$ cat src/rtl/me_iddmm_arb.sv
// me_iddmm_arb: round-robin scheduler sharing one me_iddmm_top engine between two requesters (optional WAIT watchdog: ME_ARB_TIMEOUT_EN)
module me_iddmm_arb #(
    parameter int K         = 128,
    parameter int N         = 32,
    parameter int START_GAP = 10,
    parameter int TIMEOUT   = 65535
) (
    input  logic         clk,
    input  logic         rst_n,
    input  logic         req0,
    input  logic         req1,
    output logic         gnt0,
    output logic         gnt1,
    input  logic [K-1:0] x0,
    input  logic [K-1:0] y0,
    input  logic [K-1:0] x1,
    input  logic [K-1:0] y1,
    input  logic         v0,
    input  logic         v1,
    output logic         me_start,
    output logic [K-1:0] me_x,
    output logic [K-1:0] me_y,
    output logic         me_x_valid,
    output logic         me_y_valid,
    input  logic [K-1:0] me_result,
    input  logic         me_valid,
    output logic [K-1:0] res_data,
    output logic         res_valid,
    output logic         res_id,
    output logic         busy,
    output logic         err
);
    localparam int WW = $clog2(N + 1);
    localparam int GW = $clog2(START_GAP + 1);

    if (N < 2 || START_GAP < 2 || TIMEOUT < 1) begin : g_bad_cfg
        $error("me_iddmm_arb: N and START_GAP must be >= 2, TIMEOUT >= 1");
    end

    typedef enum logic [2:0] {IDLE, START, GAP, LOAD, PAD, WAIT, COLLECT} state_t;

    state_t        state, state_nx;
    logic          owner, owner_nx, last_owner, last_owner_nx;
    logic [WW-1:0] wcnt, wcnt_nx;
    logic [GW-1:0] gcnt, gcnt_nx;
    logic [K-1:0]  ox, oy;
    logic          ov, tout, cap;

    assign ox = owner ? x1 : x0;
    assign oy = owner ? y1 : y0;
    assign ov = owner ? v1 : v0;

`ifdef ME_ARB_TIMEOUT_EN
    localparam int TW = $clog2(TIMEOUT + 1);
    logic [TW-1:0] tcnt;
    // watchdog: counts cycles spent in WAIT, cleared everywhere else
    always_ff @(posedge clk or negedge rst_n)
        if (!rst_n) tcnt <= '0;
        else        tcnt <= (state == WAIT) ? tcnt + TW'(1) : '0;
    assign tout = (state == WAIT) && !me_valid && (tcnt == TW'(TIMEOUT));
`else
    assign tout = 1'b0;
`endif

    assign err        = tout;
    assign busy       = (state != IDLE);
    assign me_start   = (state == START);
    assign gnt0       = (state == LOAD) && !owner;
    assign gnt1       = (state == LOAD) && owner;
    assign me_y_valid = me_x_valid;
    assign cap        = ((state == WAIT) && me_valid) || (state == COLLECT);

    // state, ownership and counters
    always_ff @(posedge clk or negedge rst_n)
        if (!rst_n) begin
            state      <= IDLE;
            owner      <= 1'b0;
            last_owner <= 1'b1;
            wcnt       <= '0;
            gcnt       <= '0;
        end else begin
            state      <= state_nx;
            owner      <= owner_nx;
            last_owner <= last_owner_nx;
            wcnt       <= wcnt_nx;
            gcnt       <= gcnt_nx;
        end

    // next state; GAP lasts START_GAP-1 cycles because the first LOAD cycle
    // still presents zeros to the engine through the output register
    always_comb begin
        state_nx      = state;
        owner_nx      = owner;
        last_owner_nx = last_owner;
        wcnt_nx       = wcnt;
        gcnt_nx       = gcnt;
        unique case (state)
            IDLE: if (req0 || req1) begin
                owner_nx = (req0 && req1) ? !last_owner : req1;
                state_nx = START;
            end
            START: begin
                gcnt_nx  = '0;
                state_nx = GAP;
            end
            GAP: begin
                gcnt_nx  = gcnt + GW'(1);
                state_nx = (gcnt == GW'(START_GAP - 2)) ? LOAD : GAP;
            end
            LOAD: if (ov) begin
                wcnt_nx  = wcnt + WW'(1);
                state_nx = (wcnt == WW'(N - 1)) ? PAD : LOAD;
            end
            PAD: begin
                wcnt_nx  = '0;
                state_nx = WAIT;
            end
            WAIT: if (tout) begin
                last_owner_nx = owner;
                state_nx      = IDLE;
            end else if (me_valid) begin
                wcnt_nx  = WW'(1);
                state_nx = COLLECT;
            end
            COLLECT: if (wcnt == WW'(N - 1)) begin
                wcnt_nx       = '0;
                last_owner_nx = owner;
                state_nx      = IDLE;
            end else begin
                wcnt_nx = wcnt + WW'(1);
            end
            default: state_nx = IDLE;
        endcase
    end

    // registered engine operands and result words
    always_ff @(posedge clk or negedge rst_n)
        if (!rst_n) begin
            me_x       <= '0;
            me_y       <= '0;
            me_x_valid <= 1'b0;
            res_data   <= '0;
            res_valid  <= 1'b0;
            res_id     <= 1'b0;
        end else begin
            me_x       <= (state == LOAD) ? ox : '0;
            me_y       <= (state == LOAD) ? oy : '0;
            me_x_valid <= (state == LOAD) ? ov : (state == PAD);
            res_data   <= cap ? me_result : '0;
            res_valid  <= cap;
            res_id     <= cap && owner;
        end
endmodule

$ cat config.mk
export PLATFORM = sky130hd
export DESIGN_NAME = me_iddmm_arb
export DESIGN_NICKNAME = d
export VERILOG_FILES = /design/src/rtl/me_iddmm_arb.sv
export SDC_FILE = /design/constraint.sdc
export NUM_CORES = 1
export LEC_CHECK = 0
export BUFFER_PORTS_ARGS = -buffer_cell sky130_fd_sc_hd__clkbuf_2
export CAP_MARGIN = 20
export CORE_AREA = 2 2 400 402
export DETAILED_ROUTE_END_ITERATION = 12
export DIE_AREA = 0 0 402 404
export SYNTH_ARGS = -nofsm -noshare
export SYNTH_HDL_FRONTEND = slang
export SYNTH_SLANG_ARGS = --single-unit
$ cat constraint.sdc
create_clock -name clk -period 5.2 [get_ports clk]
set_input_delay 0.26 -clock clk [delete_from_list [all_inputs] [get_ports clk]]
set_output_delay 0.26 -clock clk [all_outputs]
set_load 0.01 [all_outputs]
Yosys cells after proc, flatten, opt, wreduce, memory -nomap -nowiden
Index checks and enable logic that the tools add are counted.

operators by class
  $add $sub $neg = 2
  multiply operators = 0
  div/mod/pow operators = 0
  $lt $le $gt $ge = 0
  equality and inequality tests = 12
  shifts and indexed selects = 0
  multiplexer cells = 20
  bitwise gates (word level) = 0
  reductions and logical operators = 17

operator list
  kind                 count
  $mux 128             5
  $pmux 6 s4           1
  $pmux 3 s7           1
  $mux 6               3
  $mux 3               5
  $eq 3x3->1 const B   3
  $pmux 4 s2           1
  $add 6x1->6 const B  1
  $eq 3x2->1 const B   2
  $eq 6x5->1 const B   1
  $ne 2x2->1 const B   3
  $logic_and 1x1->1    5
  $add 4x1->4 const B  1
  $eq 4x4->1 const B   1
  $mux 1               4
  $reduce_and 2->1     2
  $reduce_and 4->1     1
  $reduce_bool 4->1    1
  $eq 3x1->1 const B   1
  $logic_not 3->1      1
  $reduce_and 3->1     1
  $reduce_bool 3->1    1
  $logic_not 1->1      2
  $logic_or 1x1->1     2
  2 further kinds      2

storage, ports and cells
  register bits = 402
  latch bits = 0
  memory bits (writable) = 0
  ROM bits = 0
  input bits = 647
  output and inout port bits = 393
  logic and storage cells = 62
  memories = 0

Depth between registers and ports, before layout
Gate-level depths: netlist (run 1).

  word-level depth = 4
  depth in mapped cells = 6
  depth with buffers taken out = 5

Worst setup path before layout (run 1)
No wires, ideal clock.

  kind = register to register
  start point = register state[2]
  end point = register wcnt[4]
  library setup time = 0.124 ns
  arrival time = 1.491 ns
  required time = 5.076 ns
  setup slack = 3.585 ns
  cell stages (with the launch flop) = 7
  cell sequence = dfrtp_1 -> nand3b_1 -> clkbuf_1 -> or2_0 -> buf_2 -> and2_1 -> a211o_1

between the ends
  word-level cells in the longest chain between the ends = 3
  elaborated cells on any way between the ends = 9
  those cells by class = eq/ne (6); mux (1); reduce/logical (2)

RTL lines
  what                                                              line  text
  start, declared                                                   42    state_t state, state_nx;
  start signal, assigned                                            82    state <= state_nx;
  $eq 3x3->1 or $eq 3x2->1 (tied branches)                          97    unique case (state)
  $reduce_bool 4->1 (no source line) or $ne 2x2->1 (tied branches)  -
  $reduce_and 3->1 (no source line)                                 -
  end signal, assigned                                              85    wcnt <= wcnt_nx;
  end, declared                                                     44    logic [WW-1:0] wcnt, wcnt_nx;

Several ways; a longest one is shown, not always the timed one.
A chain may end at the register's enable or synchronous reset.

Worst setup path in the final report (run 1)
  start point = register owner
  end point = register me_x[104]

between the ends
  word-level cells in the longest chain between the ends = 2

RTL lines
  what                    line  text
  start, declared         43    logic owner, owner_nx, last_owner, last_owner_nx;
  start signal, assigned  83    owner <= owner_nx;
  $mux 128                49    assign ox = owner ? x1 : x0;
  $mux 128                146   me_x <= (state == LOAD) ? ox : '0;
  end signal, assigned    146
  end, declared           21    output logic [K-1:0] me_x,

No other way between the ends.

==> results of run 1 <==
final cells by class:
type                       instances  area [sq um]
antenna                           18          45.0
clock buffer                      70          1490
clock inverter                    23           234
fill                           17300        127000
inverter                           8          30.0
multi-input combinational        734          4910
sequential                       402         10100
tap                             2072          2590
timing repair buffer            1697         11800
flip-flops by register name, summed over array words and instances, names as in the netlist:
register,count
gcnt,4
last_owner,1
me_x,128
me_x_valid,1
me_y,128
owner,1
res_data,128
res_id,1
res_valid,1
state,3
wcnt,6
power by group:
group / switching (uW) / total, uW / internal [uW]
clock: 1520 / 3680 / 2150
sequential: 477 / 4500 / 4020
combinational: 3500 / 6140 / 2640
total: 5500 / 14300 / 8820
layer usage:
metal  track usage (%)  wire length (um)
met1              15.5             43900
met2              22.2             53400
met3              7.36             14300
met4              4.33              4130
met5                 0               274
cell families (layout without fill, tap and decap cells):
kind of cell,after synthesis,in the layout,share of synthesized area (%)
AND/OR/NAND/NOR,434,434,13.2
adder cells (fa/ha/maj),3,3,0.245
other,1,19,0.0244
multiplexers,260,260,17.0
AO/OA/AOI/OAI,36,36,1.51
flip-flops,402,402,65.6
buffers and inverters,88,1798,2.49
through the flow:
step           area, sq um  hold slack, ns  total power (uW)  util, %
2_1_floorplan        15300         -0.0356              6910        -
3_3_place_gp         23000           0.347              9650     14.6
3_5_place_dp         23000           0.355              9680     14.6
4_1_cts              31100         0.00759             14500     19.7
5_1_grt              31100          0.0473             15100     19.7
6_report             31200          0.0597             14300     19.8
cells in the final DEF (no fill, tap or decap), types with 2 or more instances in the layout:
master         synthesis  layout
a211oi_1               2       2
a21oi_1                7       7
and2_1               129     129
and3_1                 2       2
buf_12                 0       4
buf_4                  2      13
bufinv_16              0       3
clkbuf_1              41       6
clkbuf_16              0      52
clkbuf_2               0    1037
clkbuf_8               0      12
clkinv_2               0       8
clkinvlp_4             0       7
dfrtp_1              401     400
diode_2                0      18
dlygate4sd3_1          0     642
ha_1                   3       3
inv_1                  7       7
inv_6                  0       4
mux2i_1              259     258
nand2_1                6       6
nand2b_1               3       3
nand3_1               10      10
nand3b_1               3       3
nor2_1               264     263
nor2b_1                5       5
nor3_1                 7       7
o211ai_1               2       2
o21ai_0               13      13
o21ai_1                2       2
how the worst min path moves through the flow:
stage,slack (ns),start,cells after the start,to
final,0.06,x1[18],3,me_x[18]
after global routing,0.05,x1[18],3,me_x[18]
after CTS,0.008,x1[18],3,me_x[18]
after detailed placement,0.36,rst_n,1,res_data[85]
after global placement,0.35,rst_n,1,res_data[85]
after floorplan,-0.04,rst_n,0,gcnt[0]
tightest hold or removal path, delay by kind of cell:
family	cells	cell delay (ns)
multiplexers	1	0.18
AND/OR/NAND/NOR	1	0.11
buffers and inverters	1	0.08
==> results.md, run 1 <==
* Status: finished, final reports clean
* Die area at between 150000 and 200000 sq um
* Final max-slew violation count at 0
* Most numerous cell in the Yosys netlist: dfrtp_1
* Rel. slew slack at between 30% and 40%
* Avg Synthesized Cell Area at approximately 13 sq um
* FF-to-FF setup slack at between 2 and 2.5 ns
* GRT Total Usage at between 10% and 20%
* Cells after Synth at about 1200
* Dpl ws at between 2 and 3 ns
* Synthesis-stage register bit count at 402
* Worst R2R Start: owner
* Clock-pin slew on the worst setup and hold paths at around 0.060 ns
* Worst R2R Path Depth at 5
* Post-Syn Area at 15300 sq um
* Num CTS Buffers at roughly 50
* Initial Util at under 10%
* Final WS setup at 2.05 ns
* CTS tree: done
* HPWL Detailed at between 90000 and 100000 um
* Placed insts at about 4300
* Yosys cell types at just over 40
* Top post-synthesis cells by area: dfrtp_1 65%, mux2i_1 17%, nor2_1 6.5%, and2_1 5.3%, buf_2 1.1%
* Slowest cell on crit path: dfrtp_4
* CP Launch Point: owner
* WP depth at 5
* Critical Path Sink: me_x[104]
* Hold buffer count at CTS at 642
* Type of the worst setup path: flip-flop to flip-flop
* Clock Sinks at 402
* Worst Hold Class: input pin to flip-flop
* Syn Nets at 1874
* Yosys top cell area share at roughly two thirds
* Post-cts resize count at 0
* CP max stage delay at ~0.74 ns
* CTS H-tree lvls at 2
* Power per cell area at ~460 nW/um^2
* Synth Warn # at 0
* Max cap viols at 0
* Area added between synthesis and finish at 103%
* GPL Wtd Cong at 1.00
* Nets at 3544
* Tcrit/Tclk final at between 60% and 70%
* Number of global-route vias before repair at between 15000 and 20000
* First-pass detailed-route iteration total at 5
* Final clock skew at between 0.02 and 0.025 ns
* Grt total ovfl at 0
* Clock Tree Root: clkbuf_16
* CP startpoint kind: flip-flop
* IO Port Bufs at slightly above 1000
* Top Family by Delay on Critical Path: buffers and inverters
* 1st-iter DRT viols at 1204
* Number of routed nets with antenna violations at 0
* Setup Buffers After CTS at 0
* Share of cells above drive strength 1 at 39.2%
* Ports at roughly 1000
* Drc violations at 0
* Maximum VDD drop at 0.285 mV
* LEAKAGE at about 0.016 uW
* Worst Path Buf+Inv at 3
* Most instantiated cells after synthesis: 401 x dfrtp_1, 264 x nor2_1, 259 x mux2i_1
* Endpoints failing setup at 0
* Routed len/inst at roughly 23 um
* Die height at approximately 400 um
* Core region area at about 160000 sq um
* Vias at 16700
* Initial antenna violation count at 85
* Fin crit period at around 3.1 ns
* FFs w/ async S/R, synth at 100%
* DR vias/cell at ~3.3
* Die width at about 400 um
* FP Rows at between 100 and 150
* Register area share after synthesis at 65.6%
* Cell taking the most area after synthesis: dfrtp_1
* First-pass GRT wire length at around 150000 um
* Unrepaired setup endpoints after global routing: no
* Bufs on Longest Clock Path at 3
* Crit path required time at approximately 5.7 ns
* Worst skew pair latency at approximately 0.62 ns
* Final non-filler cell total at between 5000 and 6000
* Largest net degree at the start of global routing at ~130
* Worst-margin pin slew at 1.03 ns
* CP cell instances: buf_12, buf_4, mux2i_1, dlygate4sd3_1, nor2_1
* CP max FO at between 90 and 100
* Setup total negative slack at 0 ns
* Worst R2R End: me_x[104]
* Routed WL at about 120000 um
* Post-synth EDFFs at 0
* Post-synth top flop: dfrtp_1
* Fmax at between 300 and 400 MHz
* Worst path arrival time at 3.64 ns
* Critical path endpoint category: flip-flop
* Fin. Hold Viols at 0
(Power assumes the default switching activity.)
==> inputs of run 2 (changes only) <==
- clock period: 5.2 -> 3.2 ns (I/O delays scaled with it)
==> run 2 against run 1 <==
Compared with the run above:
- power increased by 61%
- clock skew increased by 0.018 ns
- hold slack got worse by 0.041 ns
- via count increased by 0.87%
- critical path type unchanged
- largest cell class unchanged
- largest power group unchanged
- highest routed layer unchanged
==> results.md, run 2 (synthesized netlist as in run 1, its figures left out) <==
* Tcrit/Tclk final at between 80% and 90%
* Most common cell after layout, fill and taps aside: clkbuf_2
* Drc violations at 0
* Number of global-route vias before repair at 17600
* Final max-slew violation count at 0
* Top Registers: me_x (128), me_y (128), res_data (128)
* Critical path endpoint category: flip-flop
* Routed len/inst at about 23 um
* GRT Total Usage at between 10% and 20%
* CP startpoint kind: flip-flop
* Core region area at 158000 sq um
* 1st-iter DRT viols at 1285
* LEAKAGE at between 0.015 and 0.02 uW
* Type of the worst setup path: flip-flop to flip-flop
* Crit path required time at about 3.6 ns
* HPWL Detailed at 94600 um
* Most frequent cells in the layout: 1037 x clkbuf_2, 631 x dlygate4sd3_1, 400 x dfrtp_1
* Worst R2R Path Depth at 5
* Grt total ovfl at 0
* Bufs on Longest Clock Path at 3
* Max cap viols at 0
* CTS H-tree lvls at 2
* Area added between synthesis and finish at 103%
* Worst Hold Class: input pin to flip-flop
* Worst skew pair latency at roughly 0.63 ns
* Clock share of power at around 25%
* Largest net degree at the start of global routing at approximately 150
* CP max FO at 33
* Internal power at 14200 uW
* Num CTS Buffers at 49
* Status: finished, final reports clean
* First-pass GRT wire length at 151000 um
* Worst-margin pin slew at between 1 and 1.5 ns
* Endpoints failing setup at 0
* Final non-filler cell total at 5034
* FP Rows at 146
* Worst hold path depth at 3
* Setup total negative slack at 0 ns
* Die width at between 400 and 500 um
* Switching power at approximately 8800 uW
* Ports at between 1000 and 1500
* First-pass detailed-route iteration total at 5
* Unrepaired setup endpoints after global routing: no
* Setup Buffers After CTS at 0
* Clock-pin slew on the worst setup and hold paths at ~0.070 ns
* Hold Slack at approximately 0.019 ns
* Placed insts at between 4000 and 5000
* Rel. slew slack at 23.8%
* Number of routed nets with antenna violations at 0
* IO Port Bufs at 1038
* Fin crit period at 2.60 ns
* DR vias/cell at ~3.4
* Vias at approximately 17000
* Initial antenna violation count at 83
* Post-cts resize count at 0
* Fmax at just under 400 MHz
* Clock Sinks at about 400
* Switching Fraction at 38.2%
* Sequential Power Share at 31.8%
* Clock Tree Root: clkbuf_16
* GPL Wtd Cong at 0.967
* Combinational Power Share at about 43%
* Fin. Hold Viols at 0
* Die height at 404 um
* Worst path arrival time at ~3 ns
* Maximum VDD drop at between 0.4 and 0.5 mV
* Initial Util at about 10%
* Nets at ~3600
* Die area at around 160000 sq um
* Routed WL at 116000 um
* CTS tree: done
* Final clock skew at slightly below 0.04 ns
* Share of cells above drive strength 1 at 39.7%
* Power per cell area at roughly 740 nW/um^2
==> run 2: cell types whose count changed in the layout (fill, tap and decap cells not counted), moves of 2 or more <==
cell / previous run / this run
clkinv_2: 8 / 11
inv_6: 4 / 6
clkbuf_16: 52 / 49
buf_4: 13 / 31
diode_2: 18 / 20
clkbuf_8: 12 / 7
dlygate4sd3_1: 642 / 631
buf_12: 4 / 8
==> run 2: metal layers <==
layer	vias up	track usage, %	share of wire (%)
li1	7386	-	-
met1	8307	16.6	40
met2	935	22.0	46
met3	226	5.83	11
met4	36	3.90	3.1
met5	-	0	0.24
==> run 2: repair_timing <==
item                                    CTS  global route
hold endpoints to repair                446             0
endpoints found under the setup margin    0             0
hold buffers                            631             0
==> run 2: area by class of cell <==
class / instances / area (sq um)
diodes: 20 / 50.0
clock buffers: 61 / 1340
clock inverters: 29 / 289
fillers: 17400 / 127000
inverters: 8 / 30.0
multi-input cells: 734 / 4910
flip-flops and latches: 402 / 10100
well taps: 2072 / 2590
repair buffers: 1708 / 11900
==> run 2: power groups by stage <==
stage | sequential [uW] | combinational (uW) | clock (uW)
after floorplan | 7790 | 3440 | 0
after global placement | 7360 | 8300 | 0
after detailed placement | 7370 | 8330 | 0
after CTS | 7310 | 10000 | 5930
after global routing | 7430 | 10700 | 6130
final | 7310 | 9960 | 5730
==> run 2: path summary, 6_finish.rpt <==
| path | startpoint | to | slack (ns) |
|---|---|---|---|
| hold reg to reg | wcnt[5] | wcnt[5] | 0.56 |
| max in group asynchronous | rst_n | res_data[71] | 2.01 |
| hold / removal | y0[70] | me_y[70] | 0.02 |
| min in group asynchronous | rst_n | res_data[75] | 0.24 |
| setup reg to reg | owner | me_x[7] | 0.60 |
| setup / recovery | owner | me_x[7] | 0.60 |
==> run 2: worst max-delay path, stage by stage (launching register included) <==
cell and delay, ns:
dfrtp_4 0.50, buf_4 0.42, buf_4 0.56, mux2i_1 0.28, dlygate4sd3_1 0.59, nor2_1 0.05
==> run 2: through the flow <==
step                      instance area (sq um)  power [uW]  worst slack [ns]  util (%)
after CTS                                 31100       23300             0.663      19.7
final                                     31200       23000             0.602      19.8
after detailed placement                  23200       15700             0.836      14.7
after floorplan                           15300       11200              1.58         -
after global placement                    23200       15700             0.923      14.7
after global routing                      31200       24300             0.482      19.7
